File: src/rtl/md_ctrl_pkg.sv
// Shared op codes, FSM state encoding and op-decode helpers for the multiply/divide sequencer.
package md_ctrl_pkg;

    typedef enum logic [1:0] {
        MD_MULT  = 2'b00,
        MD_MULTU = 2'b01,
        MD_DIV   = 2'b10,
        MD_DIVU  = 2'b11
    } md_op_e;

    typedef enum logic [1:0] {
        MD_IDLE = 2'b00,
        MD_CALC = 2'b01,
        MD_FIX  = 2'b10
    } md_state_e;

    function automatic logic op_is_div(input logic [1:0] op);
        return op[1];
    endfunction

    function automatic logic op_is_signed(input logic [1:0] op);
        return (op == MD_MULT) || (op == MD_DIV);
    endfunction

endpackage

File: src/rtl/md_step.sv
// One combinational iteration on {acc,q}: LSB-first shift-add multiply or restoring divide.
module md_step #(
    parameter int WIDTH = 32
) (
    input  logic             i_div,
    input  logic [WIDTH-1:0] i_acc,
    input  logic [WIDTH-1:0] i_q,
    input  logic [WIDTH-1:0] i_b,
    output logic [WIDTH-1:0] o_acc,
    output logic [WIDTH-1:0] o_q
);

    logic [WIDTH:0] w_sum;
    logic [WIDTH:0] w_shl;
    logic [WIDTH:0] w_diff;

    always_comb begin
        w_sum  = {1'b0, i_acc} + {1'b0, i_b};
        w_shl  = {i_acc, i_q[WIDTH-1]};
        w_diff = w_shl - {1'b0, i_b};
        o_acc  = i_acc;
        o_q    = i_q;
        if (i_div) begin
            // acc < divisor is invariant, so the borrow is exactly bit WIDTH
            if (!w_diff[WIDTH]) begin
                o_acc = w_diff[WIDTH-1:0];
                o_q   = {i_q[WIDTH-2:0], 1'b1};
            end else begin
                o_acc = w_shl[WIDTH-1:0];
                o_q   = {i_q[WIDTH-2:0], 1'b0};
            end
        end else if (i_q[0]) begin
            o_acc = w_sum[WIDTH:1];
            o_q   = {w_sum[0], i_q[WIDTH-1:1]};
        end else begin
            o_acc = {1'b0, i_acc[WIDTH-1:1]};
            o_q   = {i_acc[0], i_q[WIDTH-1:1]};
        end
    end

endmodule

File: src/rtl/md_ctrl.sv
// Iterative MULT/MULTU/DIV/DIVU sequencer owning HI/LO (MTHI/MTLO writes when idle).
// Optional MD_DIVZERO_EN: short-circuits divide-by-zero and adds the div_zero pulse output.
module md_ctrl
    import md_ctrl_pkg::*;
#(
    parameter int WIDTH = 32
) (
    input  logic             clk,
    input  logic             rst,
    input  logic             md_start,
    input  logic [1:0]       md_op,
    input  logic [WIDTH-1:0] md_a,
    input  logic [WIDTH-1:0] md_b,
    input  logic             hi_we,
    input  logic             lo_we,
    input  logic [WIDTH-1:0] wr_data,
    output logic [WIDTH-1:0] hi,
    output logic [WIDTH-1:0] lo,
    output logic             md_busy,
`ifdef MD_DIVZERO_EN
    output logic             div_zero,
`endif
    output logic             md_done
);

    localparam int CNT_W = $clog2(WIDTH + 1);

    md_state_e          r_state;
    md_state_e          w_state_nxt;
    logic [CNT_W-1:0]   r_cnt;
    logic [WIDTH-1:0]   r_acc, r_q, r_b;
    logic [WIDTH-1:0]   r_hi, r_lo;
    logic               r_div, r_neg_q, r_neg_r, r_done;
    logic [WIDTH-1:0]   w_acc_nxt, w_q_nxt;
    logic [WIDTH-1:0]   w_abs_a, w_abs_b, w_hi_fix, w_lo_fix;
    logic [2*WIDTH-1:0] w_prod;
    logic               w_sgn, w_accept, w_dz_start;

    function automatic logic [WIDTH-1:0] abs_val(input logic [WIDTH-1:0] v, input logic sgn);
        return (sgn && v[WIDTH-1]) ? -v : v;
    endfunction

    function automatic logic [WIDTH-1:0] neg_w(input logic [WIDTH-1:0] v, input logic n);
        return n ? -v : v;
    endfunction

    function automatic logic [2*WIDTH-1:0] neg_2w(input logic [2*WIDTH-1:0] v, input logic n);
        return n ? -v : v;
    endfunction

    assign w_accept = (r_state == MD_IDLE) && md_start;
    assign w_sgn    = op_is_signed(md_op);
    assign w_abs_a  = abs_val(md_a, w_sgn);
    assign w_abs_b  = abs_val(md_b, w_sgn);

`ifdef MD_DIVZERO_EN
    assign w_dz_start = op_is_div(md_op) && (md_b == '0);
`else
    assign w_dz_start = 1'b0;
`endif

    md_step #(.WIDTH(WIDTH)) u_step (
        .i_div (r_div),
        .i_acc (r_acc),
        .i_q   (r_q),
        .i_b   (r_b),
        .o_acc (w_acc_nxt),
        .o_q   (w_q_nxt)
    );

    always_ff @(posedge clk) begin
        if (rst) r_state <= MD_IDLE;
        else     r_state <= w_state_nxt;
    end

    always_comb begin
        w_state_nxt = r_state;
        case (r_state)
            MD_IDLE: if (md_start) w_state_nxt = w_dz_start ? MD_FIX : MD_CALC;
            MD_CALC: if (r_cnt == CNT_W'(WIDTH - 1)) w_state_nxt = MD_FIX;
            MD_FIX:  w_state_nxt = MD_IDLE;
            default: w_state_nxt = MD_IDLE;
        endcase
    end

    // Sign correction of the unsigned magnitude result
    assign w_prod   = neg_2w({r_acc, r_q}, r_neg_q);
    assign w_hi_fix = r_div ? neg_w(r_acc, r_neg_r) : w_prod[2*WIDTH-1:WIDTH];
    assign w_lo_fix = r_div ? neg_w(r_q, r_neg_q)   : w_prod[WIDTH-1:0];

    always_ff @(posedge clk) begin
        if (rst) begin
            r_cnt  <= '0;
            r_hi   <= '0;
            r_lo   <= '0;
            r_done <= 1'b0;
        end else begin
            r_done <= (r_state == MD_FIX);
            case (r_state)
                MD_IDLE: begin
                    if (md_start) begin
                        r_cnt <= '0;
                    end else begin
                        if (hi_we) r_hi <= wr_data;
                        if (lo_we) r_lo <= wr_data;
                    end
                end
                MD_CALC: r_cnt <= r_cnt + CNT_W'(1);
                MD_FIX: begin
                    r_hi <= w_hi_fix;
                    r_lo <= w_lo_fix;
                end
                default: ;
            endcase
        end
    end

    // Operand datapath: loaded at accept, stepped during CALC
    always_ff @(posedge clk) begin
        if (w_accept) begin
            r_div   <= op_is_div(md_op);
            r_acc   <= '0;
            r_neg_q <= w_sgn && (md_a[WIDTH-1] ^ md_b[WIDTH-1]);
            r_neg_r <= w_sgn && md_a[WIDTH-1] && op_is_div(md_op);
            if (w_dz_start) begin
                r_acc   <= md_a;
                r_q     <= '1;
                r_b     <= '0;
                r_neg_q <= 1'b0;
                r_neg_r <= 1'b0;
            end else if (op_is_div(md_op)) begin
                r_q <= w_abs_a;
                r_b <= w_abs_b;
            end else begin
                r_q <= w_abs_b;
                r_b <= w_abs_a;
            end
        end else if (r_state == MD_CALC) begin
            r_acc <= w_acc_nxt;
            r_q   <= w_q_nxt;
        end
    end

`ifdef MD_DIVZERO_EN
    logic r_dz_flag, r_div_zero;

    always_ff @(posedge clk) begin
        if (rst) begin
            r_dz_flag  <= 1'b0;
            r_div_zero <= 1'b0;
        end else begin
            if (w_accept) r_dz_flag <= w_dz_start;
            r_div_zero <= (r_state == MD_FIX) && r_dz_flag;
        end
    end

    assign div_zero = r_div_zero;
`endif

    assign hi      = r_hi;
    assign lo      = r_lo;
    assign md_busy = (r_state != MD_IDLE);
    assign md_done = r_done;

endmodule

File: config.mk
export PLATFORM = sky130hd
export DESIGN_NAME = md_ctrl
export DESIGN_NICKNAME = d
export VERILOG_FILES = /design/src/rtl/md_ctrl_pkg.sv /design/src/rtl/md_step.sv /design/src/rtl/md_ctrl.sv
export SDC_FILE = /design/constraint.sdc
export NUM_CORES = 1
export LEC_CHECK = 0
export CAP_MARGIN = 20
export CORE_ASPECT_RATIO = 0.6
export CORE_MARGIN = 5
export CORE_UTILIZATION = 58
export DETAILED_ROUTE_END_ITERATION = 6
export PLACE_DENSITY_LB_ADDON = 0.3
export RECOVER_POWER = 50
export SLEW_MARGIN = 15
export SYNTH_ARGS = -nofsm -noshare
export SYNTH_HDL_FRONTEND = slang
export SYNTH_SLANG_ARGS = --single-unit
File: constraint.sdc
create_clock -name clk -period 4.1 [get_ports clk]
set_input_delay 0.82 -clock clk [delete_from_list [all_inputs] [get_ports clk]]
set_output_delay 0.82 -clock clk [all_outputs]
set_load 0.03 [all_outputs]
# After elaboration in Yosys (flattened, before gate mapping)
# Index checks and enable logic that the tools add are counted.
[classes]
addsub = 8
mul = 0
div_mod_pow = 0
n_lt_le_gt_ge = 0
n_eq_ne = 9
shifts = 0
n_mux = 28
bitwise = 1
n_reduce_logical = 16
[ops]
columns = ["cell", "n"]
rows = [
  ["32-bit 2-to-1 mux", 19],
  ["32-bit negator", 4],
  ["32-bit case mux with 2 select lines", 2],
  ["64-bit 2-to-1 mux", 1],
  ["64-bit negator", 1],
  ["32-bit by 32-bit adder with 33-bit output", 1],
  ["33-bit by 32-bit subtractor with 33-bit output", 1],
  ["6-bit case mux with 2 select lines", 1],
  ["2-bit != test, second input constant", 5],
  ["2-bit nonzero test", 4],
  ["6-bit by 1-bit adder with 6-bit output, second input constant", 1],
  ["6-bit by 5-bit == test with 1-bit output, second input constant", 1],
  ["6-bit 2-to-1 mux", 1],
  ["3-bit AND reduction", 2],
  ["1-bit logical AND", 5],
  ["2-bit == test, second input constant", 2],
  ["2-bit logical NOT", 2],
  ["2-bit 2-to-1 mux", 2],
  ["2-bit case mux with 2 select lines", 1],
  ["2-bit AND reduction", 2],
  ["2-bit by 1-bit == test with 1-bit output, second input constant", 1],
  ["1-bit logical OR", 1],
  ["1-bit 2-to-1 mux", 1],
  ["1-bit XOR", 1],
]
[word_totals]
reg_bits = 172
latchBits = 0
ram_bits = 0
rom_bits = 0
inputBits = 103
out_inout_bits = 66
wordCells = 73
n_memories = 0

# Depth between registers and ports, before layout
[depth]
ltp_word = 6
depth_mapped = 14
ltp_nobuf = 13

# Hierarchy
# From an unflattened synthesis, not the netlist that was laid out.
[unflattened]
cells_unflattened = 2038
area_unflattened_um2 = 15681.3
[by_module_without_submodules]
columns = ["module", "instances", "cells_per_inst", "area_each_um2", "seq_area_each_um2"]
rows = [
  ["md_ctrl", 1, 1354, 10840.4, 4113.9],
  ["md_step", 1, 684, 4840.9, 0.0],
]

# Least setup slack after synthesis
# No wires, ideal clock.
[synth_timing]
kind = "input-to-reg"
start = "input md_b[12]"
end = "register r_b[28], data pin"
setup_time_ns = 0.270
arrival_ns = 3.313
required_ns = 3.830
setup_slack_ns = 0.517
cell_stages = 9
n_path_buf = 0
cell_sequence = "or4_4 -> or3_4 -> nor3_2 -> nand2_2 -> or4_4 -> or4_4 -> o31ai_4 -> xor2_1 -> a21oi_1"
[synth_via]
elab_chain_len = 3
[synth_rtl]
columns = ["item", "line_no", "source"]
rows = [
  ["from (decl)", "md_ctrl.sv:13", "input logic [WIDTH-1:0] md_b,"],
  ["32-bit negator", "md_ctrl.sv:40", "return (sgn && v[WIDTH-1]) ? -v : v;"],
  ["32-bit 2-to-1 mux", "md_ctrl.sv:40", ""],
  ["32-bit 2-to-1 mux", "md_ctrl.sv:131", "end else if (op_is_div(md_op)) begin"],
  ["to (signal assigned)", "md_ctrl.sv:133", "r_b <= w_abs_b;"],
  ["to (signal assigned)", "md_ctrl.sv:136", "r_b <= w_abs_a;"],
  ["to (decl)", "md_ctrl.sv:31", "logic [WIDTH-1:0] r_acc, r_q, r_b;"],
]
# No other way between the ends.
# A chain may end at the register's enable or synchronous reset.

# Final worst setup path
[layout_timing]
start = "register r_q[31]"
end = "register r_acc[25]"
[layout_via]
elab_chain_len = 3
[layout_rtl]
columns = ["item", "line_no", "source"]
rows = [
  ["from (decl)", "md_ctrl.sv:31", ""],
  ["from (signal assigned)", "md_ctrl.sv:132", "r_q <= w_abs_a;"],
  ["from (signal assigned)", "md_ctrl.sv:135", "r_q <= w_abs_b;"],
  ["from (signal assigned)", "md_ctrl.sv:140", "r_q <= w_q_nxt;"],
  ["33-bit by 32-bit subtractor with 33-bit output", "md_step.sv:20", "w_diff = w_shl - {1'b0, i_b};"],
  ["32-bit 2-to-1 mux", "md_step.sv:25", "if (!w_diff[WIDTH]) begin"],
  ["32-bit 2-to-1 mux", "md_step.sv:23", "if (i_div) begin"],
  ["to (signal assigned)", "md_ctrl.sv:126", "r_acc <= md_a;"],
  ["to (signal assigned)", "md_ctrl.sv:139", "r_acc <= w_acc_nxt;"],
  ["to (decl)", "md_ctrl.sv:31", ""],
]
# No other way between the ends.

==> flow_summary.toml <==
[outcome]
status = "complete, but fails checks"
violations = "max-capacitance violations, max-slew violations"

[clock_tree]
clockRootBuffer = "clkbuf_16"
worstSkewPairLatency_ns = 0.46
htreeDepth = 4
post-cts-setup-buffer-count = 0
cts_made_buffers = 17
cts.sinks = 172
clk_path_buf_depth = 2
path_clk_slew_ns = 0.08
cts_tree = "done"

[routing]
via_per_inst = 6.57
final_antenna_net_count = 0
route.vias.total = 15325
routed_wirelength_um = 53100
first_pass_iters = 6
drt-wirelength-per-cell_um = 22.8
drc_errors = 0
drt_iter0_drc = 2334

[synthesis]
ys_ff_latch = 172
ys.warnings.count = 0
synth_area_leaders = "dfxtp_1 (14%), edfxtp_1 (14%), a21oi_1 (6.9%)"
yosysTopAreaCell = "dfxtp_1"
synthesis.nets = 2035
netlist_top_cells_count = "nor2_1 (229), a21oi_1 (200), nand2_1 (160)"
syn-mean-instance-area_um2 = 7.83
syn-cell-area_mm2 = 0.0146
synth_top_area_frac = 0.144
synthFlopType = "dfxtp_1"
async_flop_share = 0
synth_seq_area_share = 0.282
synthDistinctLibCells = 75
synth_edf_count = 67
synthMostInstantiatedCell = "nor2_1"
synthCells = 1861

[sta]
min_period_ns = 3.94
hold_violations = 0
timing.final.crit_share = 0.961
slew_headroom = -0.790
finalSetupViolCount = 0
hold_slack_ns = 0.451
clock_skew_ns = 0.0116
rsz0062_at_grt = "false"
fmaxAchievable_mhz = 254
tightest_slew_ns = 2.68
drv_slew = 92

[global_route]
grt_overflow = 0
grt_pass1_vias = 14112
antenna_found_initial = 0
grt_use_total = 0.359
grt_max_degree = 60
grt_pass1_wl_um = 80900

[floorplanning]
die_h_um = 133
ios = 169
dieArea_mm2 = 0.0285
rows = 44
die_w_um = 215
core_mm2 = 0.0244
start_util = 0.596

[layout]
nets = 2171
syn2layout_area_growth_pct = 19.1
num_antenna_cells = 0
drive_gt1_frac = 0.0697
multiInputGateArea_mm2 = 0.00980
finalInstanceArea_mm2 = 0.0174
nFillCells = 1929
regArea_mm2 = 0.00411
instances_no_fill = 2332

[min_path]
min_path_type = "reg -> reg"

[worst_setup_path]
slowest_delay_ns = 0.58
end_kind = "flip-flop"
worst_setup_path_start_kind = "flip-flop"
cp_slowest_cell = "o21bai_1"
arrival_ns = 4.33
cp_max_fo = 41
rrSetupSlack_ns = 0.16
critical_path_class = "reg -> reg"
worst_ep_required_time_ns = 4.49
crit_path_frequent_cell = "a21oi_1"
worstPathCellList = "inv_1 -> ha_1 -> fa_1 -> nand2b_1 -> a21oi_1 -> o21bai_1 -> a211oi_2 -> o2111ai_1 -> o311ai_4 -> buf_12 -> o41ai_1 -> o221ai_1 -> a21oi_1"

[pwr]
peakVddDrop_mv = 0.315
p_leak_uw = 0.00718
p_total_uw = 7410
p_per_area_mw_per_mm2 = 427

[job]
max_cap_viol_count = 2

[place]
gp_congestion = 0.993
place_area_mm2 = 0.0167
place_inst = 2299
hpwlAfterDp_um = 41000
port_buffers = 168
layer usage:
metal	share of wire	track usage	up-vias
li1	-	-	7059
met1	0.45	0.547	7238
met2	0.39	0.485	943
met3	0.13	0.110	85
met4	0.024	0.100	0
met5	0	0	-
final cells by class:
| cell class | count | area share |
|---|---|---|
| flip-flops and latches | 172 | 0.237 |
| clock inverters | 14 | 0.00973 |
| inverters | 63 | 0.0136 |
| repair buffers | 235 | 0.126 |
| clock buffers | 18 | 0.0260 |
| well taps | 322 | 0.0232 |
| multi-input cells | 1508 | 0.565 |
kinds of logic (layout without fill, tap and decap cells):
| group | after synthesis | in the layout | share of synthesized area |
|---|---|---|---|
| DFF | 172 | 172 | 0.282 |
| buffers and inverters | 181 | 330 | 0.0468 |
| muxes | 100 | 100 | 0.0694 |
| AOI/OAI and AO/OA | 584 | 584 | 0.254 |
| adders and majority gates | 71 | 71 | 0.0620 |
| and+or+nand+nor | 590 | 590 | 0.187 |
| xor gates and xnor gates | 163 | 163 | 0.0979 |
flip-flops by register name, indices dropped and copies added (netlist names):
name	cells
r_neg_q	1
r_cnt	6
lo	32
r_div	1
r_acc	32
r_b	32
r_q	32
md_done	1
r_state	2
r_neg_r	1
hi	32
what timing repair did:
action,CTS,global route
hold buffers,0,0
setup endpoints to repair,0,1
gates resized for setup,0,1
worst max-delay path, delay by kind of cell, from the launching register on:
family	cells	cell delay, ns
adders and majority gates	2	0.43
DFF	1	0.51
AOI/OAI and AO/OA	8	2.33
buffers and inverters	2	0.43
and+or+nand+nor	1	0.15
per-stage QoR:
| stage | utilization | setup slack, ns | TNS (ns) |
|---|---|---|---|
| 5_1_grt | 0.710 | 0.0127 | 0 |
| 2_1_floorplan | - | 0.517 | 0 |
| 4_1_cts | 0.710 | 0.241 | 0 |
| 6_report | 0.710 | 0.161 | 0 |
| 3_3_place_gp | 0.685 | -0.0306 | -0.0623 |
| 3_5_place_dp | 0.685 | -0.0821 | -0.251 |
path summary, 6_finish.rpt:
| kind | to | from | cells after the start |
|---|---|---|---|
| worst max-delay path | r_acc[25] | r_q[31] | 13 |
| worst min-delay path | hi[2] | hi[2] | 2 |
| worst max register to register | r_acc[25] | r_q[31] | 13 |
| worst min register to register | hi[2] | hi[2] | 2 |
power breakdown:
group / switching [uW] / internal (uW) / leakage (uW)
Clock: 851 / 862 / 0.000300
Combinational: 2060 / 1370 / 0.00537
Sequential: 277 / 2000 / 0.00151
cells in the final DEF, fill, tap and decap left out, types with 18 or more instances in the layout:
| cell | instances |
|---|---|
| nand2b_1 | 21 |
| buf_4 | 58 |
| nor2_1 | 228 |
| nand2_1 | 160 |
| xor2_1 | 89 |
| a21o_1 | 36 |
| inv_1 | 62 |
| a211oi_1 | 54 |
| dlygate4sd3_1 | 69 |
| nor3_1 | 35 |
| o31ai_1 | 22 |
| mux2i_1 | 91 |
| clkdlybuf4s50_1 | 97 |
| xnor2_1 | 74 |
| ha_1 | 69 |
| dfxtp_1 | 105 |
| clkbuf_16 | 18 |
| o21ai_0 | 112 |
| edfxtp_1 | 67 |
| nand3_1 | 24 |
| a21oi_1 | 200 |
| a31oi_1 | 19 |
(Power assumes the default switching activity.)
